--- src/rtl/muldiv_pkg.sv ---
// -----------------------------------------------------------------------------
// muldiv_pkg
// Shared encodings for the HI/LO multiply/divide unit.
//   op_e    : operation codes presented on the op bus (6/7 are reserved)
//   state_e : control FSM states (IDLE -> CALC -> FIX -> IDLE)
// -----------------------------------------------------------------------------
package muldiv_pkg;

    typedef enum logic [2:0] {
        OP_MULT  = 3'd0,
        OP_MULTU = 3'd1,
        OP_DIV   = 3'd2,
        OP_DIVU  = 3'd3,
        OP_MTHI  = 3'd4,
        OP_MTLO  = 3'd5
    } op_e;

    typedef enum logic [1:0] {
        ST_IDLE = 2'd0,
        ST_CALC = 2'd1,
        ST_FIX  = 2'd2
    } state_e;

endpackage

--- src/rtl/muldiv_if.sv ---
// -----------------------------------------------------------------------------
// muldiv_if
// EX-stage request/response bundle between the pipeline (master) and the
// multiply/divide unit (slave).
//   flush, start, op, a, b : pipeline -> unit
//   busy, done, hi, lo     : unit -> pipeline
// -----------------------------------------------------------------------------
interface muldiv_if #(
    parameter int WIDTH = 32
);
    import muldiv_pkg::*;

    logic             flush;
    logic             start;
    logic [2:0]       op;
    logic [WIDTH-1:0] a;
    logic [WIDTH-1:0] b;
    logic             busy;
    logic             done;
    logic [WIDTH-1:0] hi;
    logic [WIDTH-1:0] lo;

    modport master (
        output flush, start, op, a, b,
        input  busy, done, hi, lo
    );

    modport slave (
        input  flush, start, op, a, b,
        output busy, done, hi, lo
    );

endinterface

--- src/rtl/muldiv_iter_divider.sv ---
// -----------------------------------------------------------------------------
// iter_divider
// Unsigned restoring divider, one quotient bit per i_step.
//   clk, resetn : clock, asynchronous active-low reset
//   i_load      : capture dividend/divisor magnitudes, clear remainder
//   i_step      : perform one restoring-division iteration
//   i_dividend  : dividend magnitude
//   i_divisor   : divisor magnitude
//   o_quot      : quotient magnitude (valid after WIDTH steps)
//   o_rem       : remainder magnitude (valid after WIDTH steps)
// The quotient register starts holding the dividend; each step shifts its
// MSB into the partial remainder and shifts the new quotient bit in at LSB.
// A zero divisor always "fits", giving an all-ones quotient and a remainder
// equal to the dividend.
// -----------------------------------------------------------------------------
module iter_divider #(
    parameter int WIDTH = 32
) (
    input  logic             clk,
    input  logic             resetn,
    input  logic             i_load,
    input  logic             i_step,
    input  logic [WIDTH-1:0] i_dividend,
    input  logic [WIDTH-1:0] i_divisor,
    output logic [WIDTH-1:0] o_quot,
    output logic [WIDTH-1:0] o_rem
);

    logic [WIDTH-1:0] r_rem;
    logic [WIDTH-1:0] r_quot;
    logic [WIDTH-1:0] r_divisor;

    // Partial remainder after the shift is WIDTH+1 bits wide.
    logic [WIDTH:0]   w_shift;
    logic             w_fits;
    logic [WIDTH-1:0] w_diff;

    always_comb begin
        w_shift = {r_rem, r_quot[WIDTH-1]};
        w_fits  = (w_shift >= {1'b0, r_divisor});
        // When it fits, the true difference is below the divisor, so the
        // low WIDTH bits are exact.
        w_diff  = w_shift[WIDTH-1:0] - r_divisor;
    end

    // NOTE: every register, including the datapath, is cleared by the
    // asynchronous reset so no X ever reaches HI/LO after reset.
    always_ff @(posedge clk or negedge resetn) begin
        if (!resetn) begin
            r_rem     <= '0;
            r_quot    <= '0;
            r_divisor <= '0;
        end else if (i_load) begin
            r_rem     <= '0;
            r_quot    <= i_dividend;
            r_divisor <= i_divisor;
        end else if (i_step) begin
            r_rem  <= w_fits ? w_diff : w_shift[WIDTH-1:0];
            r_quot <= {r_quot[WIDTH-2:0], w_fits};
        end
    end

    assign o_quot = r_quot;
    assign o_rem  = r_rem;

endmodule

--- src/rtl/muldiv_unit.sv ---
// -----------------------------------------------------------------------------
// muldiv_unit
// Multi-cycle MIPS HI/LO multiply/divide unit holding the architectural
// HI and LO registers.
//   clk    : clock, rising edge
//   resetn : asynchronous active-low reset
//   bus    : muldiv_if slave (flush/start/op/a/b in, busy/done/hi/lo out)
// Timeline for an arithmetic op accepted at edge T: WIDTH shift-add or
// restoring-divide iterations at T+1..T+WIDTH, sign fix and HI/LO write at
// T+WIDTH+1, done pulses in the following cycle. MTHI/MTLO write in one edge
// without becoming busy.
// -----------------------------------------------------------------------------
module muldiv_unit
    import muldiv_pkg::*;
#(
    parameter int WIDTH = 32,
    parameter int CNT_W = $clog2(WIDTH) + 1
) (
    input  logic     clk,
    input  logic     resetn,
    muldiv_if.slave  bus
);

    state_e             r_state;
    state_e             w_next_state;
    logic               r_done;
    logic [WIDTH-1:0]   r_hi;
    logic [WIDTH-1:0]   r_lo;
    logic [CNT_W-1:0]   r_cnt;
    logic [WIDTH-1:0]   r_mcand;
    logic [2*WIDTH-1:0] r_acc;
    logic               r_sign_a;
    logic               r_sign_b;
    logic               r_is_div;

    logic               w_accept;
    logic               w_arith;
    logic               w_signed;
    logic               w_neg_a;
    logic               w_neg_b;
    logic [WIDTH-1:0]   w_mag_a;
    logic [WIDTH-1:0]   w_mag_b;
    logic [WIDTH:0]     w_sum;
    logic [2*WIDTH-1:0] w_acc_next;
    logic [2*WIDTH-1:0] w_prod_fix;
    logic [WIDTH-1:0]   w_quot;
    logic [WIDTH-1:0]   w_rem;
    logic [WIDTH-1:0]   w_quot_fix;
    logic [WIDTH-1:0]   w_rem_fix;

    // ---------------------------------------------------------------- decode
    always_comb begin
        // flush outranks start, including MTHI/MTLO.
        w_accept = (r_state == ST_IDLE) && bus.start && !bus.flush;
        w_arith  = (bus.op[2] == 1'b0);
        w_signed = (bus.op == OP_MULT) || (bus.op == OP_DIV);
        w_neg_a  = w_signed && bus.a[WIDTH-1];
        w_neg_b  = w_signed && bus.b[WIDTH-1];
        w_mag_a  = w_neg_a ? (~bus.a + 1'b1) : bus.a;
        w_mag_b  = w_neg_b ? (~bus.b + 1'b1) : bus.b;
    end

    // --------------------------------------------------------- multiply step
    // Accumulator = {partial product high, remaining multiplier bits}; the
    // carry out of the add re-enters at the top on the right shift.
    always_comb begin
        w_sum      = {1'b0, r_acc[2*WIDTH-1:WIDTH]} + {1'b0, r_mcand};
        w_acc_next = r_acc[0] ? {w_sum, r_acc[WIDTH-1:1]}
                              : {1'b0, r_acc[2*WIDTH-1:1]};
    end

    // ------------------------------------------------------------- divider
    iter_divider #(.WIDTH(WIDTH)) u_div (
        .clk        (clk),
        .resetn     (resetn),
        .i_load     (w_accept && w_arith),
        .i_step     ((r_state == ST_CALC) && r_is_div),
        .i_dividend (w_mag_a),
        .i_divisor  (w_mag_b),
        .o_quot     (w_quot),
        .o_rem      (w_rem)
    );

    // ------------------------------------------------------------ sign fix
    // Remainder follows the dividend sign; product and quotient are negated
    // when the operand signs differ. Sign flags are zero for unsigned ops.
    always_comb begin
        w_prod_fix = (r_sign_a ^ r_sign_b) ? (~r_acc + 1'b1) : r_acc;
        w_quot_fix = (r_sign_a ^ r_sign_b) ? (~w_quot + 1'b1) : w_quot;
        w_rem_fix  = r_sign_a ? (~w_rem + 1'b1) : w_rem;
    end

    // ------------------------------------------------------------------ FSM
    always_ff @(posedge clk or negedge resetn) begin
        if (!resetn) begin
            r_state <= ST_IDLE;
        end else begin
            r_state <= w_next_state;
        end
    end

    // NOTE: the next state is assigned a default before the case so that no
    // path through this block can leave it unassigned and infer a latch.
    always_comb begin
        w_next_state = r_state;
        case (r_state)
            ST_IDLE: if (w_accept && w_arith) w_next_state = ST_CALC;
            ST_CALC: begin
                if (bus.flush)          w_next_state = ST_IDLE;
                else if (r_cnt == 1'b1) w_next_state = ST_FIX;
            end
            ST_FIX:  w_next_state = ST_IDLE;
            default: w_next_state = ST_IDLE;
        endcase
    end

    // ------------------------------------------------------------- datapath
    // NOTE: sequential state uses non-blocking assignments only, so every
    // register here sees pre-edge values of the others.
    always_ff @(posedge clk or negedge resetn) begin
        if (!resetn) begin
            r_done   <= 1'b0;
            r_hi     <= '0;
            r_lo     <= '0;
            r_cnt    <= '0;
            r_mcand  <= '0;
            r_acc    <= '0;
            r_sign_a <= 1'b0;
            r_sign_b <= 1'b0;
            r_is_div <= 1'b0;
        end else begin
            r_done <= (r_state == ST_FIX) && !bus.flush;
            case (r_state)
                ST_IDLE: begin
                    if (w_accept) begin
                        case (bus.op)
                            OP_MULT, OP_MULTU, OP_DIV, OP_DIVU: begin
                                r_mcand  <= w_mag_a;
                                r_acc    <= {{WIDTH{1'b0}}, w_mag_b};
                                r_sign_a <= w_neg_a;
                                r_sign_b <= w_neg_b;
                                r_is_div <= bus.op[1];
                                r_cnt    <= CNT_W'(WIDTH);
                            end
                            OP_MTHI: r_hi <= bus.a;
                            OP_MTLO: r_lo <= bus.a;
                            default: ;
                        endcase
                    end
                end
                ST_CALC: begin
                    r_cnt <= r_cnt - 1'b1;
                    if (!r_is_div) r_acc <= w_acc_next;
                end
                ST_FIX: begin
                    if (!bus.flush) begin
                        if (r_is_div) begin
                            r_hi <= w_rem_fix;
                            r_lo <= w_quot_fix;
                        end else begin
                            {r_hi, r_lo} <= w_prod_fix;
                        end
                    end
                end
                default: ;
            endcase
        end
    end

    assign bus.busy = (r_state != ST_IDLE);
    assign bus.done = r_done;
    assign bus.hi   = r_hi;
    assign bus.lo   = r_lo;

endmodule
--- src/flat_wrapper.sv ---
// flat-port wrapper written by rule: the top's interface ports become plain ports
module muldiv_unit_flat import muldiv_pkg::*;
#(
    parameter int WIDTH = 32,
    parameter int CNT_W = $clog2(WIDTH) + 1
)
  (clk, resetn, bus_flush, bus_start, bus_op, bus_a, bus_b, bus_busy, bus_done, bus_hi, bus_lo);
  muldiv_if #(.WIDTH(WIDTH)) bus_i ();
  input  logic clk;
  input  logic resetn;
  input wire logic [$bits(bus_i.flush)-1:0] bus_flush;
  input wire logic [$bits(bus_i.start)-1:0] bus_start;
  input wire logic [$bits(bus_i.op)-1:0] bus_op;
  input wire logic [$bits(bus_i.a)-1:0] bus_a;
  input wire logic [$bits(bus_i.b)-1:0] bus_b;
  output wire logic [$bits(bus_i.busy)-1:0] bus_busy;
  output wire logic [$bits(bus_i.done)-1:0] bus_done;
  output wire logic [$bits(bus_i.hi)-1:0] bus_hi;
  output wire logic [$bits(bus_i.lo)-1:0] bus_lo;
  assign bus_i.flush = bus_flush;
  assign bus_i.start = bus_start;
  assign bus_i.op = bus_op;
  assign bus_i.a = bus_a;
  assign bus_i.b = bus_b;
  assign bus_busy = bus_i.busy;
  assign bus_done = bus_i.done;
  assign bus_hi = bus_i.hi;
  assign bus_lo = bus_i.lo;
  muldiv_unit #(.WIDTH(WIDTH), .CNT_W(CNT_W)) u_core (.clk(clk), .resetn(resetn), .bus(bus_i));
endmodule
--- config.mk ---
export PLATFORM = sky130hd
export DESIGN_NAME = muldiv_unit_flat
export DESIGN_NICKNAME = d
export VERILOG_FILES = /design/src/rtl/muldiv_pkg.sv /design/src/rtl/muldiv_if.sv /design/src/rtl/muldiv_iter_divider.sv /design/src/rtl/muldiv_unit.sv /design/src/flat_wrapper.sv
export SDC_FILE = /design/constraint.sdc
export NUM_CORES = 1
export LEC_CHECK = 0
export ABC_CLOCK_PERIOD_IN_PS = 2900
export CORE_MARGIN = 2
export CORE_UTILIZATION = 35
export CTS_CLUSTER_DIAMETER = 200
export CTS_CLUSTER_SIZE = 8
export DETAILED_ROUTE_END_ITERATION = 8
export GPL_ROUTABILITY_DRIVEN = 1
export PLACE_DENSITY = 0.58
export SYNTH_ARGS = -nofsm -noshare
export SYNTH_HDL_FRONTEND = slang
export SYNTH_SLANG_ARGS = --single-unit
export TNS_END_PERCENT = 50
--- constraint.sdc ---
create_clock -name clk -period 2.9 [get_ports clk]
set_clock_uncertainty 0.15 [all_clocks]
set_input_delay 0.58 -clock clk [delete_from_list [all_inputs] [get_ports clk]]
set_output_delay 0.58 -clock clk [all_outputs]
set_load 0.02 [all_outputs]
==> metrics.md <==
| Metric | Value |
|---|---|
| Critical Path Fanout Max | 4 |
| Flip-flop and latch area | 6710 um2 |
| Final Max Slew Viols | 0 |
| Die Span Y | 238.0 um |
| CP max stage delay | 540 ps |
| Class of the most critical hold timing path | flop to flop |
| Crit share post-route | 108.2% |
| Total DRC errors in the routed layout | 0 |
| Remaining Overflow, GRT | 0 |
| Share of async-settable or async-resettable flops after synthesis | 100.0% |
| Root Buffer | sky130_fd_sc_hd__clkbuf_16 |
| Antenna violations before repair | 3 |
| Library cell with the highest instance count after synthesis | sky130_fd_sc_hd__nand2_1 |
| Setup total negative slack | -5878 ps |
| Post-Synthesis Cells | 2384 |
| Outcome | finished with violations |
| Max frequency | 318.7 MHz |
| Number of buffers added on ports | 136 |
| Later-pin clock latency in the skew report | 560 ps |
| Clock tree from TritonCTS | done |
| Initial Util | 35.53% |
| Number of cells after detailed placement | 3491 |
| Net count of the mapped netlist | 2528 |
| Max-capacitance violation count | 0 |
| Top cells by count, synth | sky130_fd_sc_hd__nand2_1 (308), sky130_fd_sc_hd__dfrtp_1 (268), sky130_fd_sc_hd__a21oi_1 (244), sky130_fd_sc_hd__o21ai_0 (213), sky130_fd_sc_hd__nor2_1 (190) |
| CTS H-tree depth | 2 |
| Top-Level Pins | 137 |
| Routability Congestion | 0.9680 |
| Synthesis-stage register bit count | 268 |
| Sum of net half-perimeters after detailed placement | 60770 um |
| Final hold slack | 327.8 ps |
| Setup Slack @ Placement | -674.6 ps |
| Arrival time at the worst endpoint | 3470 ps |
| Count of unique library cells instantiated by Yosys | 86 |
| Share of the yosys chip area belonging to registers | 35.00% |
| Number of nets with antenna violations after detailed routing | 0 |
| Leading post-synthesis cells by cell area | sky130_fd_sc_hd__dfrtp_1 (35%), sky130_fd_sc_hd__a21oi_1 (6.4%), sky130_fd_sc_hd__xnor2_1 (6.1%), sky130_fd_sc_hd__nand2_1 (6.0%), sky130_fd_sc_hd__o21ai_0 (5.6%) |
| Slew headroom | 15.52% |
| Wire length per cell after detailed routing | 22.70 um |
| Largest family of logic cells by synthesized area | compound AO/OA/AOI/OAI gates |
| Share of the synthesized area in the top cell type | 35.00% |
| Largest vdd supply drop | 0.5967 mV |
| Least setup slack across all paths after layout | -237.6 ps |
| Share of cell area taken by muxes after synthesis | 1.606% |
| Largest area contributor in the synthesized netlist | sky130_fd_sc_hd__dfrtp_1 |
| Site row count | 85 |
| Share of cells above drive strength 1 | 26.27% |
| Vias per cell | 5.789 |
| First-pass GRT wire length | 121600 um |
| Count of final hold-check violations | 0 |
| Global-route usage over all layers | 28.03% |
| Unrepaired setup endpoints after global routing | yes |
| Finished Layout Cells | 3586 |
| Final period demand of the worst path | 3138 ps |
| Count of flip-flops with a built-in enable after synthesis | 0 |
| Total of endpoints with negative setup slack in the final report | 62 |
| Synthesis-to-finish area growth | 42.48% |
| Area of the mapped netlist | 19160 um2 |
| Maximum number of pins on one net before global-route repair | 87 |
| Number of global-route vias before repair | 19909 |
| Share of synthesized cell area in and, or, nand and nor gates | 20.98% |
| Number of buffers created by CTS | 39 |
| Total die area | 56630 um2 |
| Count of vias placed by the detailed router | 20761 |
| Width of the die | 238.0 um |
| Overall power after layout | 28.74 mW |
| Final-layout fill cell count | 4962 |
| Largest delay contributor family on the critical path | simple AND/OR/NAND/NOR gates |
| Count of routing violations after the opening detailed-route iteration | 2091 |
| Area fraction in compound gates after synthesis | 22.73% |
| Power density cells | 1053 nW/um2 |
| Clock sinks | 268 |
| Multi-input logic area | 13010 um2 |
| XOR/XNOR Fraction of Synth Area | 10.38% |
| Cell chain of the critical path | or4_4 -> or4b_4 -> or3_4 -> nor4_4 -> buf_4 -> buf_4 -> nand3_1 -> o31ai_1 -> o31ai_1 -> a21oi_1 |
| Violations in the final reports | setup timing |
| Total number of nets in the final design | 3030 |
| Required time at the endpoint of the critical path | 3230 ps |
| Synth Area in Adders | 4.846% |
| Launching element type of the critical path | flop |
| Kind of end point of the critical path | flop |
| Warnings from Yosys | 0 |
| CP Class | flop to flop |
| LEAKAGE | 11.97 nW |
| Cell with the largest stage delay on the worst path | sky130_fd_sc_hd__or4_4 |
| CTS clock-pin slew for the worst setup and hold paths | 50 ps |
| Synth Area per Inst | 8.037 um2 |
| Deepest clock path buffer count | 3 |
| Dominant synthesized flop cell | sky130_fd_sc_hd__dfrtp_1 |
| Detailed Routing Iterations Pass 1 | 8 |
| Buffers and inverters on the worst path | 2 |
| Aggregate routed wire length | 81390 um |
| Placeable core region | 53920 um2 |
| Tightest Pin Transition | 1266 ps |
## final timing paths
kind	start	to	slack (ps)	depth (start not counted)
setup / recovery	u_core.r_acc[32]	u_core.bus.hi[28]	-240	10
min in group asynchronous	resetn	u_core.u_div.r_divisor[13]	400	2
setup reg to reg	u_core.r_acc[32]	u_core.bus.hi[28]	-240	10
hold reg to reg	u_core.bus.lo[7]	u_core.bus.lo[7]	330	2
hold / removal	u_core.bus.lo[7]	u_core.bus.lo[7]	330	2
max in group asynchronous	resetn	u_core.r_acc[32]	1320	3
## power by group
group | internal [mW] | switching (mW)
Clock | 2.57 | 1.76
Sequential | 4.92 | 1.25
Combinational | 8.50 | 9.75
Total | 16.0 | 12.8
## metrics by stage
stage / util [%] / cell area [um2]
final: 50.63 / 27300
after global routing: 50.62 / 27300
after CTS: 49.10 / 26480
after detailed placement: 45.15 / 24350
after global placement: 45.15 / 24350
after floorplan: - / 19280
## layout by cell type (no fill, tap or decap), types with 83 or more instances in the layout
master | synthesis | layout
sky130_fd_sc_hd__dfrtp_1 | 268 | 265
sky130_fd_sc_hd__nand3_1 | 88 | 83
sky130_fd_sc_hd__nand2_1 | 308 | 293
sky130_fd_sc_hd__o21ai_0 | 213 | 154
sky130_fd_sc_hd__clkdlybuf4s50_1 | 0 | 135
sky130_fd_sc_hd__nor2_1 | 190 | 171
sky130_fd_sc_hd__xor2_1 | 93 | 92
sky130_fd_sc_hd__xnor2_1 | 134 | 128
sky130_fd_sc_hd__buf_4 | 0 | 417
sky130_fd_sc_hd__a21oi_1 | 244 | 221
## layout make-up
type	instances	share of cell area [%]
clock buffers	43	3.786
diodes	1	0.009167
repair buffers	599	19.48
flip-flops and latches	268	24.58
well taps	696	3.190
inverters	86	1.183
multi-input cells	1892	47.66
clock inverters	1	0.1100
## sequential cells by signal, summed over array words and instances (netlist names)
signal / count
u_core.r_acc: 64
u_core.bus.hi: 32
u_core.bus.lo: 32
u_core.r_mcand: 32
u_core.u_div.o_quot: 32
u_core.u_div.o_rem: 32
u_core.u_div.r_divisor: 32
u_core.r_cnt: 6
u_core.r_state: 2
u_core.bus.done: 1
u_core.r_is_div: 1
u_core.r_sign_a: 1
u_core.r_sign_b: 1
## tightest hold or removal path: cells and delay by family (launching register included)
| kind | cells | cell delay, ps |
|---|---|---|
| flip-flops | 1 | 330 |
| AND/OR/NAND/NOR | 1 | 50 |
| AO/OA/AOI/OAI | 1 | 60 |
## what timing repair did
item                                    CTS  global route
hold buffers                              1             0
endpoints found under the setup margin   81           120
resized for setup                       187           140
gates cloned                              6             2
hold endpoints to repair                 57             0
pin swaps                                66            91
setup buffers                            25            21
## layer usage
metal,wire length [um],vias to the layer above,track usage (%)
met2,37920,877,45.68
li1,-,9501,-
met5,10,-,0
met3,5710,155,3.633
met4,2971,2,8.693
met1,34780,10226,38.73
## logic make-up (layout without fill, tap and decap cells)
logic type	count (synthesis)	in the layout
mux	29	29
fa+ha+maj	73	73
simple gates	837	837
other cells	0	1
flops	268	268
xor+xnor	227	227
buf+inv	224	729
compound gates	726	726
Note: power is estimated with default switching activity, not from simulation.
